`config.mk`:
```
export PLATFORM = sky130hd
export DESIGN_NAME = modinv_helper_invert_precalc_param
export DESIGN_NICKNAME = d
export VERILOG_FILES = /design/src/rtl/modinv_helper_invert_precalc_param.sv
export SDC_FILE = /design/constraint.sdc
export NUM_CORES = 1
export LEC_CHECK = 0
export ABC_AREA = 1
export BUFFER_PORTS_ARGS = -buffer_cell sky130_fd_sc_hd__buf_4
export CORE_MARGIN = 5
export CORE_UTILIZATION = 25
export DETAILED_ROUTE_END_ITERATION = 10
export SLEW_MARGIN = 5
export SYNTH_ARGS = -nofsm -noshare
export SYNTH_HDL_FRONTEND = slang
export SYNTH_SLANG_ARGS = --single-unit
```
`constraint.sdc`:
```
create_clock -name clk -period 3.8 [get_ports clk]
set_input_delay 0.76 -clock clk [delete_from_list [all_inputs] [get_ports clk]]
set_output_delay 0.76 -clock clk [all_outputs]
set_load 0.005 [all_outputs]
```
`src/rtl/modinv_helper_invert_precalc_param.sv`:
```
// Word-serial precalculation helper for the binary modular invertor.
//
// One run streams the multi-word operands r, s, u, v (LSW first) and produces
// 2r, 2s, r+s, u-v and v-u (pass A), then streams u, v and the freshly written
// u-v / v-u buffers back MSW first to produce u/2, v/2, (u-v)/2 and (v-u)/2
// (pass B). Comparison and carry flags are latched on the final pass-A write.
//
// Ports:
//   clk, rst_n           clock, asynchronous active-low reset
//   ena / rdy            start request (sampled only while idle) / idle flag
//   in_addr              shared read address of the r, s, u, v buffers
//   r_din..v_din         operand words, one-cycle synchronous read latency
//   diff_rd_addr         read address of the u-v / v-u buffers (pass B)
//   u_minus_v_din,
//   v_minus_u_din        read-back words of the difference buffers
//   wr_addr_a, wren_a    pass-A write port; r_dbl/s_dbl/r_plus_s/u_minus_v/
//                        v_minus_u data outputs
//   wr_addr_b, wren_b    pass-B write port; u_half/v_half/u_minus_v_half/
//                        v_minus_u_half data outputs
//   r_dbl_cy, s_dbl_cy,
//   r_plus_s_cy          bit shifted or carried out of the MSW
//   u_gt_v, u_eq_v       unsigned comparison of u and v
module modinv_helper_invert_precalc_param #(
    parameter int unsigned WORD_W    = 32,
    parameter int unsigned NUM_WORDS = 9,
    parameter int unsigned ADDR_BITS = 4
) (
    input  logic                 clk,
    input  logic                 rst_n,
    input  logic                 ena,
    output logic                 rdy,
    output logic [ADDR_BITS-1:0] in_addr,
    input  logic [WORD_W-1:0]    r_din,
    input  logic [WORD_W-1:0]    s_din,
    input  logic [WORD_W-1:0]    u_din,
    input  logic [WORD_W-1:0]    v_din,
    output logic [ADDR_BITS-1:0] diff_rd_addr,
    input  logic [WORD_W-1:0]    u_minus_v_din,
    input  logic [WORD_W-1:0]    v_minus_u_din,
    output logic [ADDR_BITS-1:0] wr_addr_a,
    output logic                 wren_a,
    output logic [WORD_W-1:0]    r_dbl_dout,
    output logic [WORD_W-1:0]    s_dbl_dout,
    output logic [WORD_W-1:0]    r_plus_s_dout,
    output logic [WORD_W-1:0]    u_minus_v_dout,
    output logic [WORD_W-1:0]    v_minus_u_dout,
    output logic [ADDR_BITS-1:0] wr_addr_b,
    output logic                 wren_b,
    output logic [WORD_W-1:0]    u_half_dout,
    output logic [WORD_W-1:0]    v_half_dout,
    output logic [WORD_W-1:0]    u_minus_v_half_dout,
    output logic [WORD_W-1:0]    v_minus_u_half_dout,
    output logic                 r_dbl_cy,
    output logic                 s_dbl_cy,
    output logic                 r_plus_s_cy,
    output logic                 u_gt_v,
    output logic                 u_eq_v
);

    // r_cnt holds the cycle number within a run: 1..2N+2.
    localparam int unsigned CntW = $clog2(2 * NUM_WORDS + 3);

    localparam logic [CntW-1:0] CntOne      = CntW'(1);
    localparam logic [CntW-1:0] CntFirstWrA = CntW'(2);
    localparam logic [CntW-1:0] CntLastRdA  = CntW'(NUM_WORDS);
    localparam logic [CntW-1:0] CntLastA    = CntW'(NUM_WORDS + 1);
    localparam logic [CntW-1:0] CntFirstWrB = CntW'(NUM_WORDS + 3);
    localparam logic [CntW-1:0] CntLastRdB  = CntW'(2 * NUM_WORDS + 1);
    localparam logic [CntW-1:0] CntLast     = CntW'(2 * NUM_WORDS + 2);

    typedef enum logic [1:0] {
        StIdle,
        StPassA,
        StPassB
    } state_e;

    state_e            r_state;
    state_e            w_state_next;
    logic [CntW-1:0]   r_cnt;
    logic [CntW-1:0]   w_cnt_next;
    logic              w_start;

    logic              w_rd_a;
    logic              w_wr_a;
    logic              w_last_a;
    logic              w_rd_b;
    logic              w_wr_b;

    // Pass-A inter-word state.
    logic              r_r_shift;
    logic              r_s_shift;
    logic              r_carry;
    logic              r_bor_uv;
    logic              r_bor_vu;
    logic              r_uv_zero;

    // Pass-B inter-word state: bit 0 of the previously read (more significant) word.
    logic              r_u_lsb;
    logic              r_v_lsb;
    logic              r_uv_lsb;
    logic              r_vu_lsb;

    logic              r_r_dbl_cy;
    logic              r_s_dbl_cy;
    logic              r_r_plus_s_cy;
    logic              r_u_gt_v;
    logic              r_u_eq_v;

    logic [WORD_W:0]   w_sum;
    logic [WORD_W:0]   w_umv;
    logic [WORD_W:0]   w_vmu;
    logic              w_umv_zero;

    // ------------------------------------------------------------------
    // Sequencer
    // ------------------------------------------------------------------
    always_ff @(posedge clk or negedge rst_n) begin
        if (!rst_n) begin
            r_state <= StIdle;
            r_cnt   <= '0;
        end else begin
            r_state <= w_state_next;
            r_cnt   <= w_cnt_next;
        end
    end

    always_comb begin
        w_state_next = r_state;
        w_cnt_next   = r_cnt;
        w_start      = 1'b0;
        unique case (r_state)
            StIdle: begin
                if (ena) begin
                    w_state_next = StPassA;
                    w_cnt_next   = CntOne;
                    w_start      = 1'b1;
                end
            end
            StPassA: begin
                w_cnt_next = r_cnt + CntOne;
                if (r_cnt == CntLastA) begin
                    w_state_next = StPassB;
                end
            end
            StPassB: begin
                if (r_cnt == CntLast) begin
                    w_state_next = StIdle;
                    w_cnt_next   = '0;
                end else begin
                    w_cnt_next = r_cnt + CntOne;
                end
            end
            default: begin
                w_state_next = StIdle;
                w_cnt_next   = '0;
            end
        endcase
    end

    assign rdy      = (r_state == StIdle);
    assign w_rd_a   = (r_state == StPassA) && (r_cnt <= CntLastRdA);
    assign w_wr_a   = (r_state == StPassA) && (r_cnt >= CntFirstWrA);
    assign w_last_a = (r_state == StPassA) && (r_cnt == CntLastA);
    assign w_rd_b   = (r_state == StPassB) && (r_cnt <= CntLastRdB);
    assign w_wr_b   = (r_state == StPassB) && (r_cnt >= CntFirstWrB);

    // Addresses idle at 0; pass B walks MSW first.
    always_comb begin
        in_addr      = '0;
        diff_rd_addr = '0;
        wr_addr_a    = '0;
        wr_addr_b    = '0;
        if (w_rd_a) begin
            in_addr = ADDR_BITS'(r_cnt - CntOne);
        end
        if (w_rd_b) begin
            in_addr      = ADDR_BITS'(CntLastRdB - r_cnt);
            diff_rd_addr = ADDR_BITS'(CntLastRdB - r_cnt);
        end
        if (w_wr_a) begin
            wr_addr_a = ADDR_BITS'(r_cnt - CntFirstWrA);
        end
        if (w_wr_b) begin
            wr_addr_b = ADDR_BITS'(CntLast - r_cnt);
        end
    end

    // ------------------------------------------------------------------
    // Pass A datapath
    // ------------------------------------------------------------------
    // Bit WORD_W of each (WORD_W+1)-bit result is the carry (sum) or the
    // borrow (differences, set whenever the word result went negative).
    assign w_sum = {1'b0, r_din} + {1'b0, s_din} + (WORD_W + 1)'(r_carry);
    assign w_umv = {1'b0, u_din} - {1'b0, v_din} - (WORD_W + 1)'(r_bor_uv);
    assign w_vmu = {1'b0, v_din} - {1'b0, u_din} - (WORD_W + 1)'(r_bor_vu);
    assign w_umv_zero = (w_umv[WORD_W-1:0] == '0);

    assign wren_a         = w_wr_a;
    assign r_dbl_dout     = w_wr_a ? {r_din[WORD_W-2:0], r_r_shift} : '0;
    assign s_dbl_dout     = w_wr_a ? {s_din[WORD_W-2:0], r_s_shift} : '0;
    assign r_plus_s_dout  = w_wr_a ? w_sum[WORD_W-1:0] : '0;
    assign u_minus_v_dout = w_wr_a ? w_umv[WORD_W-1:0] : '0;
    assign v_minus_u_dout = w_wr_a ? w_vmu[WORD_W-1:0] : '0;

    always_ff @(posedge clk or negedge rst_n) begin
        if (!rst_n) begin
            r_r_shift <= 1'b0;
            r_s_shift <= 1'b0;
            r_carry   <= 1'b0;
            r_bor_uv  <= 1'b0;
            r_bor_vu  <= 1'b0;
            r_uv_zero <= 1'b0;
        end else if (w_start) begin
            r_r_shift <= 1'b0;
            r_s_shift <= 1'b0;
            r_carry   <= 1'b0;
            r_bor_uv  <= 1'b0;
            r_bor_vu  <= 1'b0;
            r_uv_zero <= 1'b1;
        end else if (w_wr_a) begin
            r_r_shift <= r_din[WORD_W-1];
            r_s_shift <= s_din[WORD_W-1];
            r_carry   <= w_sum[WORD_W];
            r_bor_uv  <= w_umv[WORD_W];
            r_bor_vu  <= w_vmu[WORD_W];
            r_uv_zero <= r_uv_zero & w_umv_zero;
        end
    end

    // Flags are taken from the MSW as it is written, so no compare pass is needed.
    always_ff @(posedge clk or negedge rst_n) begin
        if (!rst_n) begin
            r_r_dbl_cy    <= 1'b0;
            r_s_dbl_cy    <= 1'b0;
            r_r_plus_s_cy <= 1'b0;
            r_u_gt_v      <= 1'b0;
            r_u_eq_v      <= 1'b0;
        end else if (w_last_a) begin
            r_r_dbl_cy    <= r_din[WORD_W-1];
            r_s_dbl_cy    <= s_din[WORD_W-1];
            r_r_plus_s_cy <= w_sum[WORD_W];
            r_u_gt_v      <= ~w_umv[WORD_W] & ~(r_uv_zero & w_umv_zero);
            r_u_eq_v      <= r_uv_zero & w_umv_zero;
        end
    end

    assign r_dbl_cy    = r_r_dbl_cy;
    assign s_dbl_cy    = r_s_dbl_cy;
    assign r_plus_s_cy = r_r_plus_s_cy;
    assign u_gt_v      = r_u_gt_v;
    assign u_eq_v      = r_u_eq_v;

    // ------------------------------------------------------------------
    // Pass B datapath
    // ------------------------------------------------------------------
    assign wren_b              = w_wr_b;
    assign u_half_dout         = w_wr_b ? {r_u_lsb, u_din[WORD_W-1:1]} : '0;
    assign v_half_dout         = w_wr_b ? {r_v_lsb, v_din[WORD_W-1:1]} : '0;
    assign u_minus_v_half_dout = w_wr_b ? {r_uv_lsb, u_minus_v_din[WORD_W-1:1]} : '0;
    assign v_minus_u_half_dout = w_wr_b ? {r_vu_lsb, v_minus_u_din[WORD_W-1:1]} : '0;

    // Cleared on the pass A -> B transition so the MSW shifts in a zero.
    always_ff @(posedge clk or negedge rst_n) begin
        if (!rst_n) begin
            r_u_lsb  <= 1'b0;
            r_v_lsb  <= 1'b0;
            r_uv_lsb <= 1'b0;
            r_vu_lsb <= 1'b0;
        end else if (w_last_a) begin
            r_u_lsb  <= 1'b0;
            r_v_lsb  <= 1'b0;
            r_uv_lsb <= 1'b0;
            r_vu_lsb <= 1'b0;
        end else if (w_wr_b) begin
            r_u_lsb  <= u_din[0];
            r_v_lsb  <= v_din[0];
            r_uv_lsb <= u_minus_v_din[0];
            r_vu_lsb <= v_minus_u_din[0];
        end
    end

endmodule

```
==> out/qor.csv, run 1 <==
stage,metric,value,unit
run_status,run_status,"complete, but fails checks",
run_status,failing_checks,setup timing,
clocking,cts.reportedPaths.clkPinSlew,0.06,ns
drt,detailroute.via_count,14200,
synth,post_synth_num_cell_types,43,
grt,grt_max_degree,122,
finish,antenna_cells,0,
pwr,internal_power_consumption,3.61,mW
synth,synth_common_cells,"sky130_fd_sc_hd__inv_1 (514), sky130_fd_sc_hd__nand2_1 (409), sky130_fd_sc_hd__nor2_1 (375)",
clocking,clockBufferDepth,2,
finish,multi_input_comb_area,8470,sq um
place,placed_cells_incl_taps,3126,
drt,antenna_violating_nets_post_route,0,
sta,setup_repair_after_global_routing_missed_its_margin,true,
drt,route.detailed.drc,0,
place,hpwlAfterDp,43.3,mm
grt,gr_overflow_total,0,
sta,worst_clock_skew,0.00316,ns
synth,post_synth_instance_area,10500,sq um
worst_setup_path,cp_slowest_cell,sky130_fd_sc_hd__fa_2,
synth,synth_top_cells_by_area,"sky130_fd_sc_hd__ha_1 (20%), sky130_fd_sc_hd__inv_1 (18%), sky130_fd_sc_hd__nand2_1 (15%)",
synth,synth_compound_area_share,16.0,%
grt,vias_in_the_first_global_route,14000,
synth,synthesis.instances,1984,
pwr,seq_power_share,5.7,%
place,port-buffer-count,506,
clocking,clockRootBuffer,sky130_fd_sc_hd__clkbuf_16,
grt,groute.usage.overall,19.8,%
worst_setup_path,worstPathRequired,3.04,ns
finish,final_cell_count_no_fill,3143,
synth,post_synth_fa_ha_maj_area_fraction,21.2,%
synth,ys_seq_elements,22,
sta,final_critical_path_setup_slack,-0.103,ns
drt,drt_first_iter_violations,654,
worst_setup_path,max_stage_delay,0.40,ns
worst_setup_path,critical_path_class,input port to output pin,
clocking,cts_tree,done,
sta,finalSetupViolations,7,
pwr,power.share.combinational,91.1,%
synth,syn-num-nets,2353,
clocking,clkLatencyLatePin,0.25,ns
pwr,vdd.ir_drop.worst,687,uV
grt,antenna_found_initial,0,
synth,seq_area_frac_synth,5.26,%
finish,layout.nets,2974,
drt,via_per_inst,4.52,
die,floorplan.initialDensity,25.1,%
clocking,cts_made_buffers,3,
worst_setup_path,cp-end-kind,output pin,
finish,drive_gt1_share,32.8,%
sta,final_hold_viol_count,0,
synth,combinational_family_with_the_most_area_after_synthesis,simple AND/OR/NAND/NOR gates,
job,drv_cap,0,
sta,finalMaxSlewViolations,0,
clocking,holdBufCountCts,0,
synth,synth.yosys.warnings,0,
synth,synth_xor_xnor_area_share,1.93,%
clocking,clkSinkCount,22,
synth,synth_top_area_cell,sky130_fd_sc_hd__ha_1,
drt,routed_len_inst,15.7,um
finish,final.fill_count,4583,
sta,slew_headroom,56.3,%
grt,first_pass_grt_wire_length,75.2,mm
die,die_x,215,um
synth,async_flop_share,100,%
synth,syn_avg_cell_area,5.27,sq um
synth,synth_ff_type,sky130_fd_sc_hd__dfrtp_1,
sta,fmax,0.256,GHz
sta,setup_total_negative_slack,-0.373,ns
die,placeableCoreArea,41700,sq um
pwr,leakage,10.1,nW
die,rows,75,
drt,routed_wl,49.3,mm
worst_setup_path,worst-path-max-fanout,4,
finish,sequential_cell_area,551,sq um
die,die_area,46000,sq um
pwr,power.net_switching,3.98,mW
clocking,cts_htree_levels,1,
worst_setup_path,kind_of_start_point_of_the_critical_path,input port,
worst_setup_path,crit_chain,buf_8 -> fa_2 -> fa_2 -> inv_2 -> nand2_4 -> a21oi_4 -> nor2_2 -> nor2_4 -> buf_6 -> o21bai_4 -> nand2_2 -> nand2_4 -> a21o_1 -> nand2_1 -> a21oi_1 -> nor2_1 -> buf_4,
drt,dr.pass1.iters,5,
synth,synth-edff-count,0,
synth,muxShareOfSynthArea,0,%
synth,post_synth_and_or_nand_nor_area_fraction,35.5,%
synth,cell_with_the_most_instances_after_synthesis,sky130_fd_sc_hd__inv_1,
pwr,power-per-cell-area,455,nW/um^2
pwr,power.share.switching,52.4,%
synth,synth_top_area_share,20.1,%
min_path,min-delay-path-class,input port to async pin,
sta,final.period_utilization,103,%
finish,areaGrowthSynthToFinish,59.6,%
place,place_congestion,0.930,
pwr,clkPwrFrac,3.2,%
worst_setup_path,worstPathArrival,3.14,ns
die,boundaryPins,507,
sta,transition_at_the_pin_with_the_smallest_max_transition_slack,0.654,ns
sta,period_needed,3.90,ns
die,chipHeight,215,um
==> routing by layer <==
| metal | share of wire [%] | track usage (%) | vias to the layer above |
|---|---|---|---|
| met5 | 0 | 0 | - |
| met2 | 52 | 38.6 | 435 |
| met1 | 41 | 22.9 | 6421 |
| li1 | - | - | 7289 |
| met4 | 2.6 | 4.64 | 0 |
| met3 | 4.8 | 2.53 | 63 |
==> path summary, 6_finish.rpt <==
kind,startpoint,end,slack (ns),cells past startpoint
worst max-delay path,v_din[0],v_minus_u_dout[26],-0.10,17
worst max register to register,r_bor_uv,u_gt_v,0.78,17
worst min-delay path,rst_n,r_u_lsb,0.40,1
min in group clk,u_gt_v,u_gt_v,0.49,2
max in group asynchronous,rst_n,u_gt_v,3.16,1
worst min register to register,u_gt_v,u_gt_v,0.49,2
==> logic make-up (layout without fill, tap and decap cells) <==
logic type | Yosys count | in the layout
xor+xnor | 23 | 23
buf+inv | 551 | 1171
fa+ha+maj | 174 | 174
flops | 22 | 22
simple gates | 917 | 917
compound gates | 297 | 297
==> state kept, by name, indices dropped and copies added (netlist names) <==
register	flops
u_eq_v	1
s_dbl_cy	1
r_uv_zero	1
r_bor_uv	1
r_vu_lsb	1
r_uv_lsb	1
r_dbl_cy	1
r_v_lsb	1
r_s_shift	1
r_state	2
r_r_shift	1
r_u_lsb	1
r_cnt	5
r_plus_s_cy	1
r_carry	1
u_gt_v	1
r_bor_vu	1
==> placed cells by master, fill, tap and decap left out, drive strengths merged, types with 9 or more instances in the layout <==
cell      n
a21oi   146
xnor2    12
dfrtp    22
nand4    17
ha      168
nor3     15
a21o     11
o22ai     9
a31oi    11
o21bai    9
nor2    386
buf     650
xor2     11
nand3    63
o21ai    86
nand2   425
inv     515
==> metrics by stage <==
stage / setup WS (ns) / area (sq um) / utilization [%] / hold slack, ns / total power [mW]
6_report: -0.103 / 16700 / 40.1 / 0.397 / 7.59
5_1_grt: -0.201 / 16700 / 40.1 / 0.416 / 8.28
4_1_cts: -0.202 / 16100 / 38.7 / 0.412 / 7.38
3_5_place_dp: -0.458 / 15800 / 38.0 / 0.472 / 6.97
3_3_place_gp: -0.429 / 15800 / 38.0 / 0.470 / 6.95
2_1_floorplan: 0.271 / 10500 / - / 0.464 / 3.38
==> layout make-up <==
cell class / instances / share of cell area, %
clock buffer: 4 / 0.532
inverter: 517 / 11.6
multi-input combinational: 1411 / 50.7
sequential: 22 / 3.30
tap: 539 / 4.04
timing repair buffer: 650 / 29.8
==> timing repair <==
item	4_1_cts	5_1_grt
gates resized for setup	64	146
gates cloned	0	0
setup buffers	4	10
pin swaps	25	46
setup endpoints to repair	46	45
==> critical path, delay by kind of cell <==
kind,cells,cell delay (ns)
and+or+nand+nor,7,0.66
AOI/OAI and AO/OA,4,0.47
buffers and inverters,4,0.46
adders and majority gates,2,0.79
==> power by group through the flow <==
stage	sequential, mW	clock [mW]	combinational, mW
global route	0.446	0.259	7.58
global placement	0.433	0	6.52
finish	0.430	0.243	6.92
floorplan	0.405	0	2.98
CTS	0.430	0.248	6.70
detailed placement	0.435	0	6.54
(Power assumes the default switching activity.)
==> inputs of run 2 (changes only) <==
--- a/config.mk
+++ b/config.mk
@@ -10,6 +10,7 @@
 export CORE_MARGIN = 5
 export CORE_UTILIZATION = 25
 export DETAILED_ROUTE_END_ITERATION = 10
+export PLACE_DENSITY_LB_ADDON = 0.08
 export SLEW_MARGIN = 5
 export SYNTH_ARGS = -nofsm -noshare
 export SYNTH_HDL_FRONTEND = slang
==> out/qor.csv, run 2 (synthesized netlist as in run 1, its figures left out) <==
stage,metric,value,unit,change
drt,antenna_violating_nets_post_route,0,,unchanged
worst_setup_path,worstPathRequired,3.04,ns,about the same
grt,gr_overflow_total,0,,unchanged
die,rows,75,,unchanged
die,chipHeight,215,um,unchanged
grt,vias_in_the_first_global_route,13200,,-6.2%
drt,detailroute.via_count,13700,,-3.5%
sta,period_needed,3.83,ns,-0.0721 ns
finish,top_regs,"r_cnt x5, r_state x2",,
finish,antenna_cells,0,,unchanged
sta,final.period_utilization,101,%,-1.9 points
grt,groute.usage.overall,19.5,%,-0.35 points
drt,drt_first_iter_violations,652,,-0.31%
sta,transition_at_the_pin_with_the_smallest_max_transition_slack,0.591,ns,-0.0637 ns
pwr,power-per-cell-area,454,nW/um^2,-0.22%
clocking,clockBufferDepth,2,,unchanged
run_status,run_status,"complete, but fails checks",,
clocking,clockRootBuffer,sky130_fd_sc_hd__clkbuf_16,,
worst_setup_path,crit_chain,buf_8 -> fa_2 -> inv_2 -> ha_4 -> o21ai_2 -> nand2_2 -> a21oi_4 -> buf_6 -> o21ai_4 -> a21o_1 -> nand4_1 -> nand2_1 -> o21ai_0 -> a21oi_1 -> buf_4,,
place,port-buffer-count,506,,unchanged
worst_setup_path,max_stage_delay,0.59,ns,+0.19 ns
pwr,leakage,9.87,nW,-1.8%
sta,fin_hold_ws,0.391,ns,-0.00594 ns
sta,setup_total_negative_slack,-0.0996,ns,+0.273 ns
clocking,clkLatencyLatePin,0.26,ns,about the same
finish,layout.nets,2941,,-1.1%
drt,dr.pass1.iters,5,,unchanged
sta,fmax,0.261,GHz,+1.9%
worst_setup_path,worst-path-max-fanout,3,,-1
worst_setup_path,kind_of_start_point_of_the_critical_path,input port,,
finish,final_core_utilization,39.0,%,-1.0 points
drt,wl_met1,21.9,mm,+9.0%
die,floorplan.initialDensity,25.1,%,unchanged
job,drv_cap,0,,unchanged
grt,grt_max_degree,122,,unchanged
finish,layout.cells.most_common,sky130_fd_sc_hd__buf_4,,
worst_setup_path,cp-end-kind,output pin,,
grt,first_pass_grt_wire_length,73.6,mm,-2.1%
clocking,cts_htree_levels,1,,unchanged
finish,drive_gt1_share,29.6,%,-3.2 points
finish,final.fill_count,4736,,+3.3%
min_path,min-delay-path-class,input port to async pin,,
drt,wl_met2,23.7,mm,-7.4%
worst_setup_path,critical_path_class,input port to output pin,,
clocking,cts_tree,done,,
sta,finalSetupViolations,5,,-2
drt,dr_top_layer,met5,,
sta,setup_repair_after_global_routing_missed_its_margin,true,,
pwr,p_total,7.38,mW,-2.8%
die,boundaryPins,507,,unchanged
run_status,failing_checks,setup timing,,
drt,routed-wl-met3,2.13,mm,-9.9%
drt,route.detailed.drc,0,,unchanged
clocking,clkSinkCount,22,,unchanged
die,die_area,46000,sq um,unchanged
drt,routed_wl,48.4,mm,-1.8%
finish,areaGrowthSynthToFinish,55.5,%,
worst_setup_path,worstPathArrival,3.07,ns,-0.07 ns
die,die_x,215,um,unchanged
sta,final_hold_viol_count,0,,unchanged
place,placed_cells_incl_taps,3097,,-0.93%
finish,registers.top_by_ff_count,r_cnt,,
drt,routed_len_inst,15.6,um,-0.79%
worst_setup_path,cp_slowest_cell,sky130_fd_sc_hd__fa_2,,
die,placeableCoreArea,41700,sq um,unchanged
sta,worst_clock_skew,0.00151,ns,-0.00164 ns
place,place_congestion,0.871,,-6.4%
sta,slew_headroom,60.6,%,+4.3 points
pwr,vdd.ir_drop.worst,455,uV,-34%
finish,final_cell_count_no_fill,3110,,-1.0%
finish,most-common-layout-cells,"sky130_fd_sc_hd__buf_4 (610), sky130_fd_sc_hd__inv_1 (508), sky130_fd_sc_hd__nand2_1 (385)",,
drt,via_per_inst,4.41,,-2.5%
clocking,cts_made_buffers,3,,unchanged
sta,final_critical_path_setup_slack,-0.0304,ns,+0.0721 ns
grt,antenna_found_initial,1,,+1
finish,largest_register_ffs,5,,unchanged
place,hpwlAfterDp,42.6,mm,-1.8%
clocking,cts.reportedPaths.clkPinSlew,0.07,ns,about the same
sta,finalMaxSlewViolations,0,,unchanged
## run 2: final timing paths
check	startpoint	to	slack, ns	cells past startpoint
setup reg to reg	r_bor_uv	u_gt_v	0.86	17
setup / recovery	v_din[0]	v_minus_u_dout[27]	-0.03	15
hold / removal	rst_n	s_dbl_cy	0.39	1
max in group asynchronous	rst_n	r_vu_lsb	3.16	1
hold reg to reg	s_dbl_cy	s_dbl_cy	0.50	2
min in group clk	s_dbl_cy	s_dbl_cy	0.50	2
## run 2: timing repair
item | in CTS | in global routing
endpoints found under the setup margin | 26 | 51
setup buffers | 1 | 8
pin swaps | 14 | 23
resized for setup | 25 | 105
hold buffers | 0 | 0
## run 2: cell type report
cell class	count	area (sq um)	share of cell area [%]
inverter	517	1940	11.9
timing repair buffer	617	4690	28.8
clock buffer	3	75.1	0.462
sequential	22	551	3.38
clock inverter	1	30.0	0.185
multi-input combinational	1411	8310	51.1
tap	539	674	4.15
## run 2: through the flow
step | worst slack [ns] | cell area, sq um
floorplan | 0.271 | 10500
global placement | -0.396 | 15600
detailed placement | -0.429 | 15600
CTS | -0.105 | 15800
global route | -0.168 | 16300
finish | -0.0304 | 16300
## run 2: where the power goes
group	internal (mW)	leakage (nW)	total, mW	switching [mW]
Combinational	2.95	9.56	6.63	3.67
Sequential	0.342	0.263	0.450	0.107
Clock	0.209	0.0511	0.306	0.0965
## run 2: worst max-delay path: cells and delay by family
family	cells	cell delay (ns)
fa+ha+maj	2	0.74
buf+inv	4	0.45
compound gates	6	0.85
simple gates	3	0.29
## run 2: per-layer routing
metal	GRT usage (%)	vias to the layer above
li1	-	7212
met2	35.3	321
met5	0	-
met1	25.2	6148
met4	2.51	2
met3	2.84	25
==> inputs of run 3 (changes only) <==
--- a/config.mk
+++ b/config.mk
@@ -7,10 +7,11 @@
 export LEC_CHECK = 0
 export ABC_AREA = 1
 export BUFFER_PORTS_ARGS = -buffer_cell sky130_fd_sc_hd__buf_4
-export CORE_MARGIN = 5
+export CORE_MARGIN = 2
 export CORE_UTILIZATION = 25
 export DETAILED_ROUTE_END_ITERATION = 10
 export PLACE_DENSITY_LB_ADDON = 0.08
+export SKIP_LAST_GASP = 1
 export SLEW_MARGIN = 5
 export SYNTH_ARGS = -nofsm -noshare
 export SYNTH_HDL_FRONTEND = slang
==> constraint.sdc (replaced) <==
create_clock -name clk -period 3.8 [get_ports clk]
set_input_delay 0.19 -clock clk [delete_from_list [all_inputs] [get_ports clk]]
set_output_delay 0.19 -clock clk [all_outputs]
set_load 0.005 [all_outputs]
==> out/qor.csv, run 3 (synthesized netlist as in run 1, its figures left out) <==
stage,metric,value,unit,change
run_status,run_status,completed,,
grt,antenna_found_initial,0,,-1
drt,dr_top_layer,met4,,
job,drv_cap,0,,unchanged
finish,most-common-layout-cells,"sky130_fd_sc_hd__inv_1 (513), sky130_fd_sc_hd__buf_4 (512), sky130_fd_sc_hd__nand2_1 (407)",,
place,place_congestion,0.860,,-1.2%
pwr,power.share.combinational,89.8,%,about the same
finish,final_core_utilization,36.4,%,-2.7 points
die,rows,74,,-1.3%
finish,layout.nets,2838,,-3.5%
worst_setup_path,worst-r2r-setup-slack,0.85,ns,about the same
pwr,internal_power_consumption,3.15,mW,-10%
die,placeableCoreArea,41100,sq um,-1.3%
drt,routed_len_inst,15.6,um,about the same
sta,fin_hold_ws,0.153,ns,-0.239 ns
drt,antenna_violating_nets_post_route,0,,unchanged
sta,transition_at_the_pin_with_the_smallest_max_transition_slack,0.673,ns,+0.0820 ns
finish,registers.top_by_ff_count,r_cnt,,
sta,finalMaxSlewViolations,0,,unchanged
finish,drive_gt1_share,22.9,%,-6.8 points
clocking,clockBufferDepth,2,,unchanged
clocking,holdBufCountCts,1,,+1
pwr,power-per-cell-area,457,nW/um^2,+0.76%
clocking,clockRootBuffer,sky130_fd_sc_hd__clkbuf_16,,
clocking,cts.reportedPaths.clkPinSlew,0.07,ns,about the same
sta,final.period_utilization,89.4,%,-11 points
worst_setup_path,cp-end-kind,output pin,,
die,floorplan.initialDensity,25.4,%,+0.34 points
sta,slew_headroom,55.2,%,-5.5 points
drt,routed-wl-met3,2.24,mm,+5.0%
clocking,clkSinkCount,22,,unchanged
sta,period_needed,3.40,ns,-0.432 ns
pwr,power.net_switching,3.69,mW,-4.9%
sta,fmax,0.294,GHz,+13%
finish,areaGrowthSynthToFinish,42.9,%,
finish,largest_register_ffs,5,,unchanged
worst_setup_path,kind_of_start_point_of_the_critical_path,register,,
drt,routed_wl,46.7,mm,-3.6%
clocking,cts_made_buffers,3,,unchanged
pwr,leakage,9.30,nW,-5.8%
sta,final_hold_viol_count,0,,unchanged
drt,wl_met1,21.3,mm,-2.8%
die,chipHeight,209,um,-2.8%
grt,first_pass_grt_wire_length,71.6,mm,-2.8%
drt,detailroute.via_count,13300,,-2.8%
place,port-buffer-count,506,,unchanged
die,die_area,43500,sq um,-5.5%
die,boundaryPins,507,,unchanged
sta,setup_repair_after_global_routing_missed_its_margin,false,,
finish,final.fill_count,4762,,+0.55%
clocking,cts_htree_levels,1,,unchanged
pwr,power.share.switching,54.0,%,+1.4 points
drt,wl_met2,22.6,mm,-4.7%
drt,drt_first_iter_violations,627,,-3.8%
grt,grt_max_degree,122,,unchanged
clocking,cts_tree,done,,
min_path,min-delay-path-class,input port to register,,
worst_setup_path,worstPathArrival,3.21,ns,+0.14 ns
min_path,min_path_cells,3,,
place,hpwlAfterDp,41.2,mm,-3.4%
pwr,vdd.ir_drop.worst,613,uV,+35%
finish,antenna_cells,0,,unchanged
pwr,seq_power_share,6.5,%,+0.4 points
drt,dr.pass1.iters,4,,-1
grt,gr_overflow_total,0,,unchanged
sta,worst_clock_skew,0.00696,ns,+0.00545 ns
worst_setup_path,worst-path-max-fanout,5,,+2
worst_setup_path,worstRegToRegCells,16,,-1
min_path,holdCritStartpoint,v_minus_u_din[0],,
pwr,clkPwrFrac,3.7,%,-0.4 points
grt,vias_in_the_first_global_route,12700,,-3.6%
min_path,worst_hold_path.endpoint,r_vu_lsb,,
sta,setup_total_negative_slack,0,ns,+0.0996 ns
finish,top_regs,"r_cnt x5, r_state x2",,
finish,layout.cells.most_common,sky130_fd_sc_hd__inv_1,,
worst_setup_path,worstPathRequired,3.61,ns,+0.57 ns
die,die_x,209,um,-2.8%
sta,finalSetupViolations,0,,-5
clocking,clkLatencyLatePin,0.26,ns,about the same
pwr,p_total,6.84,mW,-7.4%
clocking,cts_repair_resize_count,0,,-100%
worst_setup_path,reg2reg_from,r_bor_uv,,
drt,via_per_inst,4.44,,+0.79%
worst_setup_path,critical_path_class,register to output pin,,
drt,route.detailed.drc,0,,unchanged
grt,groute.usage.overall,20.5,%,+0.98 points
worst_setup_path,crit-reg2reg-capture,u_gt_v,,
clocking,post_cts_setup_buffers,0,,-1
[run 3: changes by cell type in the layout (fill, tap and decap cells not counted), moves of 12 or more]
| cell | delta |
|---|---|
| sky130_fd_sc_hd__nand2_2 | -19 |
| sky130_fd_sc_hd__nand2_1 | +22 |
| sky130_fd_sc_hd__buf_4 | -98 |
| sky130_fd_sc_hd__a21oi_1 | +12 |
| sky130_fd_sc_hd__ha_1 | +18 |
[run 3: worst max-delay path by stage]
stage                   from            endpoint  slack [ns]  cells past startpoint
floorplan           r_bor_vu  v_minus_u_dout[26]        1.35                     15
global placement    u_din[0]  v_minus_u_dout[26]        0.67                     18
detailed placement  u_din[0]  v_minus_u_dout[26]        0.65                     17
CTS                 r_bor_vu  v_minus_u_dout[26]        0.39                     16
global route        r_bor_vu  v_minus_u_dout[26]        0.12                     16
finish              r_bor_vu  v_minus_u_dout[26]        0.40                     16
[run 3: cell type report]
cell class                      count  area, sq um  share of cell area [%]
Inverter                          517         1940                    13.0
Clock buffer                        4         88.8                   0.594
Tap cell                          532          666                    4.45
Sequential cell                    22          551                    3.68
Timing Repair Buffer              514         3870                    25.9
Multi-Input combinational cell   1411         7830                    52.4
[run 3: power by group through the flow]
stage          registers, mW  clock network (mW)  logic (mW)
3_5_place_dp           0.446                   0        6.20
2_1_floorplan          0.405                   0        2.98
4_1_cts                0.442               0.264        6.22
3_3_place_gp           0.448                   0        6.19
5_1_grt                0.457               0.273        6.82
6_report               0.443               0.256        6.14
[run 3: routing by layer]
metal	vias up	global-route usage [%]
met1	5943	26.9
met5	-	0
met4	0	2.68
li1	7030	-
met2	325	36.3
met3	29	2.82
[run 3: through the flow]
stage          instances  area [sq um]  worst slack, ns
2_1_floorplan       1984         10500             1.35
3_3_place_gp        2995         14900            0.668
3_5_place_dp        2995         14900            0.646
4_1_cts             3000         15000            0.395
5_1_grt             3000         15000            0.120
6_report            3000         15000            0.401
[run 3: critical path, cell delays in order (launching register included)]
cell	delay, ns
sky130_fd_sc_hd__dfrtp_1	0.32
sky130_fd_sc_hd__inv_1	0.06
sky130_fd_sc_hd__fa_1	0.42
sky130_fd_sc_hd__fa_1	0.40
sky130_fd_sc_hd__inv_1	0.08
sky130_fd_sc_hd__nand2_2	0.07
sky130_fd_sc_hd__a21oi_2	0.21
sky130_fd_sc_hd__nor2_2	0.06
sky130_fd_sc_hd__nor2_2	0.22
sky130_fd_sc_hd__o21bai_1	0.14
sky130_fd_sc_hd__nand2_1	0.08
sky130_fd_sc_hd__nand2_1	0.21
sky130_fd_sc_hd__a21o_1	0.26
sky130_fd_sc_hd__nand2_1	0.10
sky130_fd_sc_hd__a21oi_1	0.07
sky130_fd_sc_hd__nor2_1	0.12
sky130_fd_sc_hd__buf_4	0.13
